--- src/rtl/ghost_renderer.sv ---
// Ghost sprite renderer: registers the RGB332 color of the next pixel from the VGA counters and
// bounces a 2-frame animated 16x16 sprite (scaled by SCALE) once per frame during blanking.
module ghost_renderer #(
    parameter int unsigned SCALE       = 2,
    parameter int unsigned SPEED_X     = 2,
    parameter int unsigned SPEED_Y     = 1,
    parameter int unsigned ANIM_FRAMES = 15,
    parameter logic [7:0]  BG_COLOR    = 8'h03,
    parameter logic [7:0]  BODY_COLOR  = 8'hE0,
    parameter logic [7:0]  EYE_COLOR   = 8'hFF
) (
    input  logic       i_vgaclk,
    input  logic       i_rst_n,
    input  logic [9:0] i_hc,
    input  logic [9:0] i_vc,
    input  logic       i_pause,
    output logic [2:0] o_red,
    output logic [2:0] o_green,
    output logic [1:0] o_blue,
    output logic [9:0] o_ghost_x,
    output logic [9:0] o_ghost_y,
    output logic       o_anim_frame
);
    localparam logic [10:0] SprSize = 11'(16 * SCALE);
    localparam logic [10:0] MaxX    = 11'(640 - 16 * SCALE);
    localparam logic [10:0] MaxY    = 11'(480 - 16 * SCALE);
    localparam logic [10:0] StepX   = 11'(SPEED_X);
    localparam logic [10:0] StepY   = 11'(SPEED_Y);
    localparam logic [10:0] Scale11 = 11'(SCALE);
    localparam int unsigned CntW    = (ANIM_FRAMES > 1) ? $clog2(ANIM_FRAMES) : 1;
    localparam logic [CntW-1:0] CntLast = CntW'(ANIM_FRAMES - 1);

    logic [9:0]      r_gx, r_gy;
    logic            r_dir_x, r_dir_y;  // 1 = moving toward 0
    logic [CntW-1:0] r_anim_cnt;
    logic            r_anim_frame;
    logic [7:0]      r_color;

    logic [10:0]     w_nh, w_nv, w_gx11, w_gy11, w_dx, w_dy;
    logic [3:0]      w_col, w_row;
    logic            w_in_box;
    logic [1:0]      w_code;
    logic [7:0]      w_color;
    logic            w_strobe;
    logic [10:0]     w_gx_nxt, w_gy_nxt;
    logic            w_dir_x_nxt, w_dir_y_nxt;

    function automatic logic [1:0] rom_px(input logic frame, input logic [3:0] row,
                                          input logic [3:0] col);
        logic [1:0] px;
        px = 2'd1;
        case (row)
            4'd0: px = (col >= 4'd5 && col <= 4'd10) ? 2'd1 : 2'd0;
            4'd5, 4'd6: begin
                if (col == 4'd4 || col == 4'd5 || col == 4'd10 || col == 4'd11) begin
                    px = 2'd2;
                    // Pupils shift left by one column in frame 1
                    if (row == 4'd6 && (frame ? (col == 4'd4 || col == 4'd10)
                                              : (col == 4'd5 || col == 4'd11))) begin
                        px = 2'd3;
                    end
                end
            end
            4'd8: px = (col == 4'd0 || col == 4'd15) ? 2'd0 : 2'd1;
            4'd13, 4'd14, 4'd15: px = (col[0] == frame) ? 2'd1 : 2'd0;
            default: px = 2'd1;
        endcase
        return px;
    endfunction

    always_comb begin
        w_nh = (i_hc == 10'd799) ? 11'd0 : {1'b0, i_hc} + 11'd1;
        if (i_hc == 10'd799) begin
            w_nv = (i_vc == 10'd524) ? 11'd0 : {1'b0, i_vc} + 11'd1;
        end else begin
            w_nv = {1'b0, i_vc};
        end
        w_gx11   = {1'b0, r_gx};
        w_gy11   = {1'b0, r_gy};
        w_dx     = w_nh - w_gx11;
        w_dy     = w_nv - w_gy11;
        w_col    = 4'(w_dx / Scale11);
        w_row    = 4'(w_dy / Scale11);
        w_in_box = (w_nh >= w_gx11) && (w_dx < SprSize) && (w_nv >= w_gy11) && (w_dy < SprSize);
        w_code   = rom_px(r_anim_frame, w_row, w_col);
        w_color  = 8'h00;
        if (w_nh < 11'd640 && w_nv < 11'd480) begin
            w_color = BG_COLOR;
            if (w_in_box) begin
                case (w_code)
                    2'd1:    w_color = BODY_COLOR;
                    2'd2:    w_color = EYE_COLOR;
                    2'd3:    w_color = 8'h03;
                    default: w_color = BG_COLOR;
                endcase
            end
        end
    end

    // Motion happens only on the first blanking line so a visible frame never tears
    assign w_strobe = (i_hc == 10'd0) && (i_vc == 10'd480) && !i_pause;

    always_comb begin
        w_gx_nxt    = w_gx11;
        w_dir_x_nxt = r_dir_x;
        if (!r_dir_x) begin
            if (w_gx11 + StepX >= MaxX) begin
                w_gx_nxt    = MaxX;
                w_dir_x_nxt = 1'b1;
            end else begin
                w_gx_nxt = w_gx11 + StepX;
            end
        end else if (w_gx11 <= StepX) begin
            w_gx_nxt    = 11'd0;
            w_dir_x_nxt = 1'b0;
        end else begin
            w_gx_nxt = w_gx11 - StepX;
        end

        w_gy_nxt    = w_gy11;
        w_dir_y_nxt = r_dir_y;
        if (!r_dir_y) begin
            if (w_gy11 + StepY >= MaxY) begin
                w_gy_nxt    = MaxY;
                w_dir_y_nxt = 1'b1;
            end else begin
                w_gy_nxt = w_gy11 + StepY;
            end
        end else if (w_gy11 <= StepY) begin
            w_gy_nxt    = 11'd0;
            w_dir_y_nxt = 1'b0;
        end else begin
            w_gy_nxt = w_gy11 - StepY;
        end
    end

    always_ff @(posedge i_vgaclk) begin
        if (!i_rst_n) begin
            r_gx         <= 10'd0;
            r_gy         <= 10'd0;
            r_dir_x      <= 1'b0;
            r_dir_y      <= 1'b0;
            r_anim_cnt   <= '0;
            r_anim_frame <= 1'b0;
            r_color      <= 8'h00;
        end else begin
            r_color <= w_color;
            if (w_strobe) begin
                r_gx    <= w_gx_nxt[9:0];
                r_gy    <= w_gy_nxt[9:0];
                r_dir_x <= w_dir_x_nxt;
                r_dir_y <= w_dir_y_nxt;
                if (r_anim_cnt == CntLast) begin
                    r_anim_cnt   <= '0;
                    r_anim_frame <= ~r_anim_frame;
                end else begin
                    r_anim_cnt <= r_anim_cnt + 1'b1;
                end
            end
        end
    end

    assign o_red        = r_color[7:5];
    assign o_green      = r_color[4:2];
    assign o_blue       = r_color[1:0];
    assign o_ghost_x    = r_gx;
    assign o_ghost_y    = r_gy;
    assign o_anim_frame = r_anim_frame;
endmodule

--- config.mk ---
export PLATFORM = sky130hd
export DESIGN_NAME = ghost_renderer
export DESIGN_NICKNAME = d
export VERILOG_FILES = /design/src/rtl/ghost_renderer.sv
export SDC_FILE = /design/constraint.sdc
export NUM_CORES = 1
export LEC_CHECK = 0
export ABC_CLOCK_PERIOD_IN_PS = 6900
export CAP_MARGIN = 25
export CELL_PAD_IN_SITES_DETAIL_PLACEMENT = 1
export CELL_PAD_IN_SITES_GLOBAL_PLACEMENT = 1
export CORE_ASPECT_RATIO = 0.8
export CORE_MARGIN = 2
export CORE_UTILIZATION = 44
export DETAILED_ROUTE_END_ITERATION = 16
export GPL_ROUTABILITY_DRIVEN = 0
export PLACE_DENSITY_LB_ADDON = 0.1
export SETUP_SLACK_MARGIN = 0.05
export SLEW_MARGIN = 0
export SYNTH_ARGS = -nofsm -noshare
export SYNTH_HDL_FRONTEND = slang
export SYNTH_SLANG_ARGS = --single-unit
--- constraint.sdc ---
create_clock -name i_vgaclk -period 6.9 [get_ports i_vgaclk]
set_input_delay 1.035 -clock i_vgaclk [delete_from_list [all_inputs] [get_ports i_vgaclk]]
set_output_delay 1.035 -clock i_vgaclk [all_outputs]
set_load 0.005 [all_outputs]
==> impl_metrics.env <==
export IMPL_min_from="r_anim_cnt[1]"
export IMPL_remaining_drc_errors=0
export IMPL_final_hold_violation_count=0
export IMPL_max_cap_violations=0
export IMPL_ctsHoldBuffers=0
export IMPL_launching_element_type_of_the_critical_path="input pin"
export IMPL_cts_tree="done"
export IMPL_worst_r2r_setup_slack_ns=3.25
export IMPL_detailedPlacementHpwl_mm=10.9
export IMPL_die_w_um=109
export IMPL_layout_worst_path_cycle_share_pct=86.6
export IMPL_synthArstFlopShare_pct=0
export IMPL_grt_pass1_vias=4325
export IMPL_critPathCaptureType="register"
export IMPL_synthesis_nets=606
export IMPL_hp_class="reg2reg"
export IMPL_die_y_um=88.1
export IMPL_syn_to_final_growth_pct=16.3
export IMPL_worst_path_max_delay_cell="nor3_2"
export IMPL_rsz0062_at_grt="false"
export IMPL_crit_path_cell_trace="clkdlybuf4s50_1 > or3_1 > nor3_2 > nand2b_1 > nor2_1 > a21oi_1 > ha_1 > fa_1 > nand2b_1 > a21oi_1 > xnor2_1 > nor2b_1 > a31oi_1 > a2111oi_0 > a41oi_1 > ha_1 > nand4b_1 > nor4_1"
export IMPL_h_tree_depth=2
export IMPL_timing_hold_worst_endpoint="r_anim_cnt[1]"
export IMPL_regToRegStartpoint="o_ghost_y[0]"
export IMPL_final_min_clock_period_ns=5.97
export IMPL_arrival_ns=6.17
export IMPL_ys_flop_type="dfxtp_1"
export IMPL_route_final_wire_length_mm=13.8
export IMPL_post_synth_inst_count=550
export IMPL_detail_route_wl_per_cell_um=19.8
export IMPL_start_util_pct=45.6
export IMPL_design_final_nets=637
export IMPL_final_max_slew_violation_count=0
export IMPL_count_of_input_and_output_buffers=50
export IMPL_num_rows=30
export IMPL_cts_resized_gates=0
export IMPL_max_clock_freq_mhz=167
export IMPL_synth_avg_cell_area_sq_um=7.07
export IMPL_drt_iter0_drc=289
export IMPL_grt_first_pass_wirelength_mm=22.3
export IMPL_globalRouteTotalUtil_pct=29.5
export IMPL_outcome="completed"
export IMPL_yosys_warnings=0
export IMPL_ys_top_cells_by_area="dfxtp_1, ha_1, a21oi_1"
export IMPL_post_synth_top_count_cell="a21oi_1"
export IMPL_synth_cell_area_sq_um=3890
export IMPL_dp_slack_ns=0.729
export IMPL_worstReg2RegEnd="r_color[6]"
export IMPL_synth_seq_cells=29
export IMPL_synth_area_leader_cell="dfxtp_1"
export IMPL_grt_ovfl_total=0
export IMPL_synth_top_cell_area_share_pct=14.9
export IMPL_finClkSkew_ns=0.0109
export IMPL_crit_required_ns=7.09
export IMPL_drtAntennaViolNets=0
export IMPL_grt_start_max_net_pins=23
export IMPL_commonest_cells_in_the_synthesized_netlist="a21oi_1, nand2_1, inv_1, nor2_1, o21ai_0"
export IMPL_initial_antenna_violation_count=0
export IMPL_holdPathStages=2
export IMPL_avgViaCountPerCell=6.33
export IMPL_top_cell_family_by_delay_on_the_critical_path="simple AND/OR/NAND/NOR gates"
export IMPL_antennaDiodeCount=0
export IMPL_core_area_sq_um=8520
export IMPL_ctsLongestPathBuffers=2
export IMPL_cts_num_sinks=29
export IMPL_critical_path_max_fanout=13
export IMPL_dr_total_vias=4394
export IMPL_postLayoutCoreUtil_pct=53.0
export IMPL_synth_enable_flop_cells=0
export IMPL_max_stage_delay_ns=0.63
export IMPL_final_critical_path_setup_slack_ns=0.925
export IMPL_clock_root_buffer="clkbuf_8"
export IMPL_clkTransAtPathRegs_ns=0.08
export IMPL_tritoncts_num_buffers=5
export IMPL_power_per_cell_area_nw_per_um2=119
export IMPL_worst_slew_pin_transition_ns=0.864
export IMPL_setup_total_negative_slack_ns=0
export IMPL_cp_num_buf_inv=1
export IMPL_cp_depth=18
export IMPL_path_class="in2reg"
export IMPL_setup_viol=0
export IMPL_worst_r2r_path_depth=12
export IMPL_ys_types=74
export IMPL_worst_slew_margin_rel_pct=42.0
export IMPL_drtPass1Iterations=5
export IMPL_clkLatencyLatePin_ns=0.29
export IMPL_peakVddDrop_v=0.0000817
export IMPL_p_leak_uw=0.00163
export IMPL_yosysSeqAreaShare_pct=14.9
export IMPL_fp_dieArea_sq_um=9610
export IMPL_design_portCount=52
export IMPL_cts_setup_buffers=0
export IMPL_drive_above_1_share_pct=3.78
cells in the final DEF (no fill, tap or decap), types with 9 or more instances in the layout:
master / Yosys / final
nor4_1: 9 / 9
nand3_1: 21 / 21
a31oi_1: 10 / 10
nor3_1: 23 / 23
nand4_1: 11 / 11
nand2b_1: 9 / 9
xor2_1: 9 / 9
o21ai_0: 39 / 39
o31ai_1: 10 / 10
nand2_1: 45 / 45
dfxtp_1: 29 / 29
ha_1: 31 / 31
a21oi_1: 47 / 47
inv_1: 40 / 40
nor2_1: 40 / 40
xnor2_1: 19 / 19
a21o_1: 9 / 9
clkdlybuf4s50_1: 0 / 50
worst reg2reg max path, stage by stage, from the launching register on:
cell	delay [ns]
dfxtp_1	0.43
ha_1	0.31
fa_1	0.41
nand2b_1	0.17
a21oi_1	0.27
xnor2_1	0.26
nor2b_1	0.20
a31oi_1	0.06
a2111oi_0	0.58
a41oi_1	0.10
ha_1	0.33
nand4b_1	0.20
nor4_1	0.24
stage by stage:
step                hold WS (ns)  total power [uW]  instances  cell area (sq um)
finish                     0.556               539        694               4520
global route               0.621               563        694               4520
CTS                        0.559               539        694               4520
detailed placement         0.550               319        686               4390
global placement           0.523               313        686               4390
floorplan                  0.496               269        550               3890
report_power, final:
| part | internal (uW) | switching [uW] |
|---|---|---|
| clock | 144 | 75.8 |
| sequential | 168 | 1.50 |
| combinational | 61.9 | 87.6 |
| total | 374 | 165 |
registers in the layout, indices dropped and copies added, names as in the netlist:
name          count
o_anim_frame      1
r_anim_cnt        4
r_color           3
r_dir_y           1
o_ghost_x         9
r_dir_x           1
o_ghost_y        10
per-layer routing:
layer,track usage (%),share of wire [%],up-vias
met5,0,0,-
met2,49.7,46,143
met1,40.3,47,2146
met4,6.29,1.5,0
met3,3.79,5.7,19
li1,-,-,2086
how the worst max path moves through the flow:
stage                       to  slack (ns)     from
floorplan           r_color[6]        2.14  i_hc[5]
global placement    r_color[6]        1.07  i_hc[6]
detailed placement  r_color[6]        0.73  i_hc[5]
CTS                 r_color[6]        1.02  i_hc[5]
global route        r_color[6]        0.53  i_hc[0]
finish              r_color[6]        0.93  i_hc[5]
final cells by class:
type / instances / area, sq um
Multi-Input combinational cell: 452 / 3000
Sequential cell: 29 / 581
Fill cell: 1102 / 4000
Clock inverter: 3 / 65.1
Inverter: 41 / 154
Tap cell: 112 / 140
Clock buffer: 5 / 68.8
Timing Repair Buffer: 52 / 515
logic make-up (layout without fill, tap and decap cells):
logic type / Yosys count / after routing / share of synthesized area (%)
simple gates: 214 / 214 / 29.7
compound gates: 170 / 170 / 28.4
buf+inv: 69 / 101 / 7.98
fa+ha+maj: 34 / 34 / 11.3
xor+xnor: 29 / 29 / 6.73
flops: 29 / 29 / 14.9
mux: 3 / 3 / 0.773
other cells: 2 / 2 / 0.193
No activity file was read; power rests on OpenSTA's default activity.
